**src/rtl/alu_lockstep_pkg.sv**
```systemverilog
// Shared opcode definitions for the dual-lane lockstep ALU checker.
package alu_lockstep_pkg;

  localparam int OP_W = 3;

  typedef enum logic [OP_W-1:0] {
    OP_ADD  = 3'd0,
    OP_SUB  = 3'd1,
    OP_AND  = 3'd2,
    OP_OR   = 3'd3,
    OP_XOR  = 3'd4,
    OP_SHL  = 3'd5,
    OP_SHR  = 3'd6,
    OP_PASS = 3'd7
  } op_e;

endpackage

```
**src/rtl/alu_lane.sv**
```systemverilog
// Combinational WIDTH-bit ALU lane: one result plus a carry/borrow flag.
module alu_lane
  import alu_lockstep_pkg::*;
#(
  parameter int WIDTH = 4
) (
  input  logic [WIDTH-1:0] a,
  input  logic [WIDTH-1:0] b,
  input  op_e              sel,
  output logic [WIDTH-1:0] result,
  output logic             carry
);

  always_comb begin
    // NOTE: every output gets a default first so no path can infer a latch.
    result = '0;
    carry  = 1'b0;
    case (sel)
      OP_ADD:  {carry, result} = {1'b0, a} + {1'b0, b};
      // Bit WIDTH of the widened difference is set exactly when a < b.
      OP_SUB:  {carry, result} = {1'b0, a} - {1'b0, b};
      OP_AND:  result = a & b;
      OP_OR:   result = a | b;
      OP_XOR:  result = a ^ b;
      OP_SHL: begin
        result = {a[WIDTH-2:0], 1'b0};
        carry  = a[WIDTH-1];
      end
      OP_SHR: begin
        result = {1'b0, a[WIDTH-1:1]};
        carry  = a[0];
      end
      OP_PASS: result = a;
      default: result = '0;
    endcase
  end

endmodule

```
**src/rtl/alu_lockstep_cmp.sv**
```systemverilog
// Two lockstep ALU lanes in a 2-stage pipeline with XOR compare, saturating
// mismatch counter, sticky fault flag and threshold interrupt.
module alu_lockstep_cmp
  import alu_lockstep_pkg::*;
#(
  parameter int WIDTH  = 4,
  parameter int CNT_W  = 8,
  parameter int THRESH = 4
) (
  input  logic             wb_clk_i,
  input  logic             wb_rst_ni,
  input  logic             in_valid_i,
  input  logic [WIDTH-1:0] a0_i,
  input  logic [WIDTH-1:0] b0_i,
  input  logic [OP_W-1:0]  sel0_i,
  input  logic [WIDTH-1:0] a1_i,
  input  logic [WIDTH-1:0] b1_i,
  input  logic [OP_W-1:0]  sel1_i,
  input  logic             clr_i,
  output logic             out_valid_o,
  output logic [WIDTH-1:0] alu_out0_o,
  output logic [WIDTH-1:0] alu_out1_o,
  output logic             carry0_o,
  output logic             carry1_o,
  output logic [WIDTH-1:0] diff_o,
  output logic             carry_diff_o,
  output logic             mismatch_o,
  output logic [CNT_W-1:0] err_cnt_o,
  output logic             fault_o,
  output logic             irq_o
);

  localparam logic [CNT_W-1:0] CNT_MAX   = '1;
  localparam bit               THRESH_EN = (THRESH > 0) &&
                                           (longint'(THRESH) <= ((longint'(1) << CNT_W) - 1));
  localparam logic [CNT_W-1:0] THRESH_M1 = THRESH_EN ? CNT_W'(THRESH - 1) : '0;

  logic             s1_valid;
  logic [WIDTH-1:0] s1_a0, s1_b0, s1_a1, s1_b1;
  op_e              s1_sel0, s1_sel1;

  logic [WIDTH-1:0] res0, res1;
  logic             cy0, cy1;
  logic             beat_mismatch;
  logic             count_inc;
  logic             thresh_hit;

  // Stage 1: capture operands, opcodes and valid.
  always_ff @(posedge wb_clk_i or negedge wb_rst_ni) begin
    if (!wb_rst_ni) begin
      s1_valid <= 1'b0;
      s1_a0    <= '0;
      s1_b0    <= '0;
      s1_a1    <= '0;
      s1_b1    <= '0;
      s1_sel0  <= OP_ADD;
      s1_sel1  <= OP_ADD;
    end else begin
      // NOTE: sequential state uses non-blocking assignments so every register
      // samples pre-edge values regardless of statement order.
      s1_valid <= in_valid_i;
      s1_a0    <= a0_i;
      s1_b0    <= b0_i;
      s1_a1    <= a1_i;
      s1_b1    <= b1_i;
      s1_sel0  <= op_e'(sel0_i);
      s1_sel1  <= op_e'(sel1_i);
    end
  end

  alu_lane #(.WIDTH(WIDTH)) u_lane0 (
    .a      (s1_a0),
    .b      (s1_b0),
    .sel    (s1_sel0),
    .result (res0),
    .carry  (cy0)
  );

  alu_lane #(.WIDTH(WIDTH)) u_lane1 (
    .a      (s1_a1),
    .b      (s1_b1),
    .sel    (s1_sel1),
    .result (res1),
    .carry  (cy1)
  );

  // The counter reacts to the beat being registered, so the count already
  // includes the beat presented on the same edge.
  assign beat_mismatch = s1_valid && ((res0 != res1) || (cy0 != cy1));
  assign count_inc     = beat_mismatch && !clr_i && (err_cnt_o != CNT_MAX);
  assign thresh_hit    = THRESH_EN && count_inc && (err_cnt_o == THRESH_M1);

  // Stage 2: results hold their last value while no beat is presented.
  always_ff @(posedge wb_clk_i or negedge wb_rst_ni) begin
    if (!wb_rst_ni) begin
      out_valid_o  <= 1'b0;
      alu_out0_o   <= '0;
      alu_out1_o   <= '0;
      carry0_o     <= 1'b0;
      carry1_o     <= 1'b0;
      diff_o       <= '0;
      carry_diff_o <= 1'b0;
    end else begin
      out_valid_o <= s1_valid;
      if (s1_valid) begin
        alu_out0_o   <= res0;
        alu_out1_o   <= res1;
        carry0_o     <= cy0;
        carry1_o     <= cy1;
        diff_o       <= res0 ^ res1;
        carry_diff_o <= cy0 ^ cy1;
      end
    end
  end

  assign mismatch_o = out_valid_o & ((|diff_o) | carry_diff_o);

  always_ff @(posedge wb_clk_i or negedge wb_rst_ni) begin
    if (!wb_rst_ni) begin
      err_cnt_o <= '0;
      fault_o   <= 1'b0;
      irq_o     <= 1'b0;
    end else begin
      irq_o <= thresh_hit;
      if (clr_i) begin
        err_cnt_o <= '0;
        fault_o   <= 1'b0;
      end else begin
        if (count_inc) err_cnt_o <= err_cnt_o + 1'b1;
        if (thresh_hit) fault_o <= 1'b1;
      end
    end
  end

endmodule
```
**config.mk**
```make
export PLATFORM = sky130hd
export DESIGN_NAME = alu_lockstep_cmp
export DESIGN_NICKNAME = d
export VERILOG_FILES = /design/src/rtl/alu_lockstep_pkg.sv /design/src/rtl/alu_lane.sv /design/src/rtl/alu_lockstep_cmp.sv
export SDC_FILE = /design/constraint.sdc
export NUM_CORES = 1
export LEC_CHECK = 0
export ABC_AREA = 0
export CORE_MARGIN = 4
export CORE_UTILIZATION = 45
export DETAILED_ROUTE_END_ITERATION = 10
export PLACE_DENSITY = 0.79
export SETUP_SLACK_MARGIN = 0.05
export SYNTH_ARGS = -nofsm -noshare
export SYNTH_HDL_FRONTEND = slang
export SYNTH_SLANG_ARGS = --single-unit
```
**constraint.sdc**
```tcl
create_clock -name wb_clk_i -period 3.99 [get_ports wb_clk_i]
set_input_delay 0.798 -clock wb_clk_i [delete_from_list [all_inputs] [get_ports wb_clk_i]]
set_output_delay 0.798 -clock wb_clk_i [all_outputs]
set_load 0.02 [all_outputs]
```
# == Word-level counts from Yosys, hierarchy flattened ==
# Index checks and enable logic that the tools add are counted.
# totals
ff_bits,49
word_cells,69
in_bits,26
# op_classes
n_addsub,5
n_mux,8
n_reduce_logical,11
eq_ne,18
bitwise,10
# op_table
operator,n
case mux 4 bit (8 select lines),2
== test 3 bit (second input constant),8
2-to-1 mux 8 bit,2
== test 3 x 2 -> 1 bit (second input constant),4
bitwise XOR 4 bit,3
adder 4 x 4 -> 5 bit,2
subtractor 4 x 4 -> 5 bit,2
adder 8 x 1 -> 8 bit (second input constant),1
AND 4 bit,2
== test 8 x 2 -> 1 bit (second input constant),1
!= test 8 bit (second input constant),1
OR 4 bit,2
case mux 1 bit (4 select lines),2
== test 3 x 1 -> 1 bit (second input constant),2
logical NOT 3 bit,2
logical AND 1 bit,4
!= test 4 bit,1
nonzero test 2 bit,2
OR reduction 4 bit,1
2-to-1 mux 1 bit,2
AND 1 bit,1
logical NOT 1 bit,1
logical OR 1 bit,1
!= test 1 bit,1
2 further kinds,2

# == Depth between registers and ports, before layout ==
# Gate-level depths: netlist (run 1).
# logic_depth
word_depth,10
mapped_depth,12
mapped_depth_nobuf,12

# == Hierarchy ==
# Synthesis (run 1) repeated with hierarchy kept, for this count alone.
# unflattened
hier_cells,288
hier_area_um2,3091.7
# by_module_without_submodules
module,seq_area_each_um2,n_inst,cells_per_inst,area_per_inst_um2
alu_lockstep_cmp,1226.2,1,116,1762.9
alu_lane (u_lane1),0.0,1,88,690.7
alu_lane (u_lane0),0.0,1,84,638.1

# == Least setup slack after synthesis (run 1) ==
# Ideal clock, no wire load.
# synth_path
path_kind,flip-flop to flip-flop
from,reg s1_a1[0]
to,reg err_cnt_o[1]
setup_slack_ns,1.136
stages_incl_launch_ff,12
arrival_time_ns,2.729
required_ns,3.865
synth_period_minus_slack_ns,2.854
path_cell_list,dfrtp_1 -> inv_1 -> ha_1 -> inv_1 -> fa_1 -> mux4_2 -> mux2i_1 -> xor2_1 -> nor4_2 -> nand4_2 -> nand2_2 -> mux2_4
# synth_between
elab_chain_cells,8
word_cells_on_any_way,14
# synth_rtl
item,line_no,source
from (decl),alu_lockstep_cmp.sv:39,"logic [WIDTH-1:0] s1_a0, s1_b0, s1_a1, s1_b1;"
from (signal assigned),alu_lockstep_cmp.sv:64,s1_a1 <= a1_i;
"subtractor 4 x 4 -> 5 bit, or another cell as far along",alu_lane.sv:21,"OP_SUB: {carry, result} = {1'b0, a} - {1'b0, b};"
case mux 4 bit (8 select lines) / case mux 1 bit (4 select lines) (equally long branches),alu_lane.sv:18,case (sel)
!= test 4 bit / != test 1 bit (equally long branches),alu_lockstep_cmp.sv:89,assign beat_mismatch = s1_valid && ((res0 != res1) || (cy0 != cy1));
logical OR 1 bit (*),alu_lockstep_cmp.sv:89,
logical AND 1 bit (*),alu_lockstep_cmp.sv:89,
logical AND 1 bit (*) (2 in a row),alu_lockstep_cmp.sv:90,assign count_inc = beat_mismatch && !clr_i && (err_cnt_o != CNT_MAX);
nonzero test 2 bit (no source line) (*),--,
to (signal assigned),alu_lockstep_cmp.sv:129,if (count_inc) err_cnt_o <= err_cnt_o + 1'b1;
to (decl),alu_lockstep_cmp.sv:28,"output logic [CNT_W-1:0] err_cnt_o,"
# Every way passes the cells marked *; elsewhere a longest branch is shown, timed or not.
# A chain may end at the register's enable or synchronous reset.

# == Worst setup path after layout (run 1) ==
# Same ends and word-level chain as after synthesis.

==> results.toml, run 1 <==
[critical_path]
cp.arrival_ns = 3.49
critPathRequiredTime_ns = 4.21
cp_common_cell = "inv_1"
reg2reg_from = "s1_a1[0]"
path_max_fanout = 9
r2r-end = "err_cnt_o[1]"
rrSetupSlack_ns = 0.73
critical-path-max-stage-delay_ns = 0.45
slowest_stage = "mux4_2"
crit_type = "register to register"
endpoint_kind = "register"
startpoint_type = "register"
worst_path_dominant_cell_family = "multiplexers"
cp_cell_sequence = "inv_1 -> ha_1 -> inv_1 -> fa_1 -> mux4_2 -> mux2i_1 -> xor2_1 -> nor4_2 -> nand4_2 -> nand2_2 -> mux2_4"
rr_worst_depth = 11
cp_num_buf_inv = 2

[power_and_ir_drop]
leakagePower_nw = 1.70
peakVddDrop_uv = 169
power_density_nw_per_um2 = 349
total_power_mw = 1.31

[clock_tree]
h-tree-depth = 2
root_buffer = "clkbuf_8"
clock_sinks = 49
hold_buffers = 0
numCtsBuffers = 5
post_cts_buffers = 0
clk_latency_ns = 0.33
cts-resized-gates = 0
cts_buffer_depth = 2
path_clk_slew_ns = 0.11
cts_tree = "yes"

[sta]
setup_viol = 0
fin_skew_ns = 0.0121
finalCriticalPeriod_ns = 3.26
slew_viol_final = 0
setup_slack_ns = 0.727
finalHoldViolCount = 0
hold_ws_ns = 0.484
tightest_slew_ns = 1.09
slew_headroom_pct = 27.0
setup_tns_ns = 0
max_freq_mhz = 306
post-route-period-util_pct = 81.8
rsz0062_at_grt = "no"

[cells_and_area]
final-instance-count-excl-fill = 426
nFillCells = 587
fin_util_pct = 55.5
multiInputGateArea_um2 = 1660
register_area_um2 = 1230
areaGrowthSynthToFinish_pct = 20.7
final_area_um2 = 3750
drive_above_1_share_pct = 9.83
n_antenna_cell = 0
finalNetCount = 400

[grt]
antenna_found_initial = 0
grt-ovfl-total = 0
track_usage_pct = 16.6
grt_pass1_wl_um = 11300
grt_start_max_net_pins = 35
grt_pass1_vias = 2358

[route]
routed_via_density = 5.56
drcViolationCount = 0
routed_wl_um = 6680
wire_per_inst_um = 15.7
antenna_left = 0
first_pass_iters = 4
vias = 2368
drt_iter0_markers = 96

[min_path]
hold_path_end = "alu_out1_o[3]"
worstHoldStart = "alu_out1_o[3]"
whs_path_depth = 1
worstHoldPathType = "register to register"

[synth]
synth_enable_flop_cells = 0
synth_xor_area_share_pct = 2.54
synth_top_family_by_area = "compound AO/OA/AOI/OAI gates"
synth-compound-area-share_pct = 17.6
yosysSeqAreaShare_pct = 39.4
synthesis.nets = 352
syn-cell-area_um2 = 3110
postSynthAreaPerCell_um2 = 10.5
synthFlopType = "dfrtp_1"
syn_inst = 297
synth-simple-area-share_pct = 13.3
synth_mux_area_share_pct = 7.28
synthAdderAreaFrac_pct = 12.6
ys_types = 65
synthArstFlopShare_pct = 100
synth_seq_cells = 49
yosys_warnings = 0

[job]
cap_violations = 0

[die]
core_area_um2 = 6760
start_util_pct = 46.0
ios = 53
die-area_um2 = 8300
fp-row-count = 30
die_x_um = 91.1
die_y_um = 91.1

[placed_design]
hpwl_um = 5020
dpl.cell_count = 418
placed_area_um2 = 3640
portBuffers = 52
gp_congestion = 0.889
pre_cts_slack_ns = 0.764

[status]
status = "complete, no violations"
[layout by cell type (no fill, tap or decap), drive strengths merged, types with 6 or more instances in the layout]
cell type and count:
xor2 6, nor2 16, ha 25, o21ai 8, mux2i 11, dfrtp 49, inv 36, nand2 17
clkdlybuf4s50 51, nand2b 10, a21oi 16, nor2b 9
[cell families after synthesis]
kind of cell               after synthesis
and+or+nand+nor                         76
AOI/OAI and AO/OA                       70
DFF                                     49
buffers and inverters                   46
adders and majority gates               29
muxes                                   18
xor gates and xnor gates                 9
[Yosys cell counts (all sizes together) (5+ instances only)]
master,count,area [um^2]
clkbuf,5,48.8
ha,25,313
nor2b,9,56.3
dfrtp,49,1230
nand2b,10,62.6
nand4,5,37.5
buf,7,47.5
mux2i,11,110
inv,34,128
nand2,17,66.3
and3,5,36.3
nor2,16,60.1
o21ai,8,40.0
a21oi,16,83.8
xor2,6,52.6
[state kept, by name, indices dropped and copies added (netlist names)]
register and flops:
diff_o 4, err_cnt_o 8, s1_a0 4, out_valid_o 1, carry1_o 1, carry_diff_o 1
alu_out0_o 4, irq_o 1, s1_a1 4, s1_b0 4, alu_out1_o 4, s1_sel0 3
fault_o 1, s1_b1 4, s1_sel1 3, carry0_o 1, s1_valid 1
[per-layer routing]
layer,vias up,share of wire [%],global-route usage [%]
li1,1129,-,-
met1,1160,44,20.8
met2,69,50,29.1
met3,10,4.6,3.48
met4,0,1.4,4.65
met5,-,0,0
[report_power, final]
group          total [mW]  internal, mW  switching [mW]
clock network       0.383         0.192           0.192
registers           0.592         0.538          0.0537
logic               0.336         0.167           0.169
total                1.31         0.897           0.414
[final cells by class]
type                    count  area share, %
multi-input cells         202           44.2
flip-flops and latches     49           32.7
repair buffers             53           13.9
inverters                  34           3.40
well taps                  80           2.67
clock buffers               5           1.83
clock inverters             3           1.27
[worst max-delay path by stage]
stage              from            to  slack [ns]  cells after the start
2_1_floorplan  s1_a1[0]  err_cnt_o[1]        1.14                     11
3_3_place_gp   s1_a1[0]  err_cnt_o[1]        0.93                     11
3_5_place_dp   s1_a1[0]  err_cnt_o[1]        0.76                     11
4_1_cts        s1_a1[0]  err_cnt_o[1]        0.76                     11
5_1_grt        s1_a1[0]  err_cnt_o[1]        0.67                     11
6_report       s1_a1[0]  err_cnt_o[1]        0.73                     11
Note: power is estimated with default switching activity, not from simulation.
==> inputs of run 2 (changes only) <==
Clock period 3.99 ns to 3.38 ns, I/O delays scaled along.
==> run 2 against run 1 <==
Against the previous run: clock power increased by 8.9%; setup slack lost 0.52 ns; first-iteration DRC count increased by 3.1%; critical path depth is the same; cell area hardly changed; critical path type unchanged; critical endpoint unchanged.
==> results.toml, run 2 (synthesis results as in run 1) <==
[status]
status = "complete, no violations"

[cells_and_area]
areaGrowthSynthToFinish_pct = 20.6
n_antenna_cell = 0
regMostFlops = "err_cnt_o"
drive_above_1_share_pct = 9.83
largest_register_ffs = 8
final_common_cell = "clkdlybuf4s50_1"
finalNetCount = 401
final_cell_mix = "clkdlybuf4s50_1, dfrtp_1, inv_1"

[clock_tree]
cts_tree = "yes"
post_cts_buffers = 0
h-tree-depth = 2
hold_buffers = 0
path_clk_slew_ns = 0.09
clock_sinks = 49
cts-resized-gates = 0
root_buffer = "clkbuf_8"
clk_latency_ns = 0.31
numCtsBuffers = 5
cts_buffer_depth = 2

[sta]
setup_viol = 0
rsz0062_at_grt = "no"
setup_tns_ns = 0
slew_viol_final = 0
post-route-period-util_pct = 94.0
tightest_slew_ns = 1.06
slew_headroom_pct = 29.6
fin_skew_ns = 0.00595
max_freq_mhz = 315
finalHoldViolCount = 0
finalCriticalPeriod_ns = 3.18

[grt]
grt-ovfl-total = 0
grt_start_max_net_pins = 50
track_usage_pct = 16.0
grt_pass1_vias = 2301
antenna_found_initial = 0
grt_pass1_wl_um = 10900

[min_path]
whs_path_depth = 1
worstHoldStart = "alu_out1_o[3]"
worstHoldPathType = "register to register"

[route]
drt_iter0_markers = 99
vias = 2314
first_pass_iters = 5
drcViolationCount = 0
antenna_left = 0
routed_via_density = 5.43
routed_wl_um = 6450
wire_per_inst_um = 15.2

[critical_path]
critPathRequiredTime_ns = 3.58
slowest_stage = "mux4_2"
cp.depth = 11
crit_type = "register to register"
cp_common_cell = "inv_1"
critical-path-max-stage-delay_ns = 0.46
reg2reg_from = "s1_a1[0]"
rr_worst_depth = 11
cp.arrival_ns = 3.38
path_max_fanout = 9
cp_cell_sequence = "inv_1 -> ha_1 -> inv_1 -> fa_1 -> mux4_2 -> mux2i_1 -> xor2_1 -> nor4_2 -> nand4_2 -> nand2_2 -> mux2_4"
worst_path_dominant_cell_family = "multiplexers"
critPathLaunch = "s1_a1[0]"
startpoint_type = "register"
cp_num_buf_inv = 2
endpoint_kind = "register"

[power_and_ir_drop]
power_density_nw_per_um2 = 403
peakVddDrop_uv = 254
leakagePower_nw = 1.70
total_power_mw = 1.51

[placed_design]
gp_congestion = 0.885
hpwl_um = 4910
portBuffers = 52

[die]
die_y_um = 91.1
start_util_pct = 46.0
core_area_um2 = 6760
ios = 53
fp-row-count = 30
die_x_um = 91.1
die-area_um2 = 8300

[job]
cap_violations = 0
## run 2: final timing paths
kind	end	slack, ns
worst max-delay path	err_cnt_o[1]	0.20
min in group asynchronous	err_cnt_o[0]	0.55
worst min register to register	alu_out1_o[3]	0.48
max in group asynchronous	alu_out1_o[0]	2.17
worst min-delay path	alu_out1_o[3]	0.48
worst max register to register	err_cnt_o[1]	0.20
## run 2: cell type report
class / count / area, um^2
fillers: 604 / 3010
multi-input cells: 202 / 1660
flip-flops and latches: 49 / 1230
repair buffers: 54 / 531
inverters: 34 / 128
well taps: 80 / 100
clock buffers: 5 / 68.8
clock inverters: 2 / 38.8
## run 2: layer usage
| metal | share of wire [%] | wire, um | track usage [%] | vias up |
|---|---|---|---|---|
| met3 | 5.2 | 333 | 3.56 | 7 |
| met2 | 50 | 3250 | 27.4 | 56 |
| met4 | 0.79 | 51 | 3.89 | 0 |
| met5 | 0 | 0 | 0 | - |
| met1 | 44 | 2820 | 20.6 | 1115 |
| li1 | - | - | - | 1136 |
## run 2: through the flow
stage               instances  hold WS, ns  worst slack [ns]  util [%]  area [um^2]
global placement          419        0.461             0.321      53.9         3640
floorplan                 297        0.380             0.526         -         3110
global route              426        0.515            0.0577      55.5         3750
finish                    426        0.481             0.204      55.5         3750
detailed placement        419        0.469             0.195      53.9         3640
CTS                       426        0.489             0.191      55.5         3750
## run 2: power by group
part,switching (mW),internal (mW),leakage [nW],total [mW]
Sequential,0.0609,0.635,0.597,0.696
Clock,0.198,0.219,0.0546,0.417
Combinational,0.200,0.198,1.05,0.399
Total,0.459,1.05,1.70,1.51
==> inputs of run 3 (changes only) <==
Settings changed: ABC_CLOCK_PERIOD_IN_PS set to 3380, CAP_MARGIN set to 25.
==> run 3 against run 2 <==
Against the previous run: non-clock buffer count grew 4; clock power decreased by 2%; routed wire length up 1.7%; utilization is 0.69 points higher; sequential cell count unchanged; via count increased by 1.3%; count of clock-buffer cells in the layout is the same; maximum frequency up 1.0%; cell area grew 1.2%.
==> results.toml, run 3 (synthesis results as in run 1) <==
[route]
drcViolationCount = 0
drt_iter0_markers = 143
vias = 2345
antenna_left = 0
routed_via_density = 5.45
first_pass_iters = 4
wire_per_inst_um = 15.3
routed_wl_um = 6570

[sta]
rsz0062_at_grt = "no"
post-route-period-util_pct = 93.0
slew_headroom_pct = 56.1
fin_skew_ns = 0.00778
setup_tns_ns = 0
finalHoldViolCount = 0
finalCriticalPeriod_ns = 3.14
tightest_slew_ns = 0.650
setup_viol = 0
max_freq_mhz = 318
slew_viol_final = 0

[critical_path]
path_max_fanout = 5
critical-path-max-stage-delay_ns = 0.47
cp_cell_sequence = "inv_1 -> ha_1 -> inv_1 -> fa_1 -> mux4_2 -> mux2i_2 -> xor2_1 -> nor4_2 -> nand4_2 -> buf_4 -> a31o_1 -> a21oi_2"
rrSetupSlack_ns = 0.24
rr_worst_depth = 12
reg2reg_from = "s1_a1[0]"
endpoint_kind = "register"
r2r-end = "err_cnt_o[2]"
crit_type = "register to register"
slowest_stage = "mux4_2"
cp_common_cell = "inv_1"
worst_path_dominant_cell_family = "multiplexers"
cp.arrival_ns = 3.37
critPathRequiredTime_ns = 3.61
cp.depth = 12
cp_num_buf_inv = 3
critPathLaunch = "s1_a1[0]"
startpoint_type = "register"

[grt]
antenna_found_initial = 0
grt_start_max_net_pins = 33
grt-ovfl-total = 0
grt_pass1_vias = 2280
track_usage_pct = 16.0
grt_pass1_wl_um = 10800

[die]
start_util_pct = 46.0
die_x_um = 91.1
core_area_um2 = 6760
fp-row-count = 30
die-area_um2 = 8300
ios = 53
die_y_um = 91.1

[clock_tree]
numCtsBuffers = 5
cts_buffer_depth = 2
path_clk_slew_ns = 0.09
cts_tree = "yes"
clock_sinks = 49
h-tree-depth = 2
root_buffer = "clkbuf_8"
clk_latency_ns = 0.30

[placed_design]
dpl.cell_count = 420
portBuffers = 52
gp_congestion = 0.885
placed_area_um2 = 3660
hpwl_um = 4990

[cells_and_area]
regMostFlops = "err_cnt_o"
n_antenna_cell = 0
final-instance-count-excl-fill = 430
largest_register_ffs = 8
final_common_cell = "clkdlybuf4s50_1"
areaGrowthSynthToFinish_pct = 22.1
finalNetCount = 405
final_cell_mix = "clkdlybuf4s50_1, dfrtp_1, inv_1"
drive_above_1_share_pct = 11.1
final_area_um2 = 3800
nFillCells = 587

[power_and_ir_drop]
internal-power_mw = 1.06
power_switching_mw = 0.455
clkPwrFrac_pct = 27.0
seqPwrFrac_pct = 46.0
pwr-share-comb_pct = 27.0
sw_frac_of_total_pct = 30.0
leakagePower_nw = 1.71
peakVddDrop_uv = 211
power_density_nw_per_um2 = 399

[status]
status = "complete, no violations"

[min_path]
worstHoldPathType = "primary input to asynchronous set/reset pin"

[job]
cap_violations = 0
-- run 3: area by class of cell --
cell class	count	area (um^2)	area share [%]
multi-input cells	202	1660	43.8
clock buffers	5	68.8	1.81
repair buffers	58	573	15.1
clock inverters	2	38.8	1.02
inverters	34	128	3.36
well taps	80	100	2.64
flip-flops and latches	49	1230	32.3
-- run 3: metrics by stage --
stage                     power (mW)  utilization (%)  worst slack [ns]  hold slack, ns
after global routing            1.60             56.2            0.0601           0.301
after floorplan                0.942                -             0.526           0.380
after detailed placement        1.11             54.2             0.190           0.468
final                           1.52             56.2             0.236           0.295
after CTS                       1.53             55.8             0.166           0.295
after global placement          1.10             53.9             0.321           0.461
-- run 3: routing by layer --
layer	wire length, um	part of all wire [%]	GRT usage (%)	up-vias
met5	0	0	0	-
met4	126	1.9	5.40	0
met3	348	5.3	4.23	14
met2	3240	49	25.8	69
met1	2850	43	21.0	1120
li1	-	-	-	1142
-- run 3: worst max-delay path by stage --
stage                         to  slack [ns]
finish              err_cnt_o[2]        0.24
global route        err_cnt_o[2]        0.06
CTS                 err_cnt_o[1]        0.17
detailed placement  err_cnt_o[1]        0.19
global placement    err_cnt_o[1]        0.32
floorplan           err_cnt_o[1]        0.53
-- run 3: repair_timing --
item | 4_1_cts | 5_1_grt
hold buffers | 0 | 0
resized for setup | 0 | 1
setup endpoints to repair | 0 | 1
buffers inserted | 0 | 3
-- run 3: power by group through the flow --
| stage | combinational, mW | clock [mW] | sequential [mW] |
|---|---|---|---|
| floorplan | 0.213 | 0 | 0.729 |
| global placement | 0.391 | 0 | 0.707 |
| detailed placement | 0.404 | 0 | 0.708 |
| CTS | 0.406 | 0.427 | 0.697 |
| global route | 0.445 | 0.453 | 0.706 |
| finish | 0.409 | 0.410 | 0.697 |
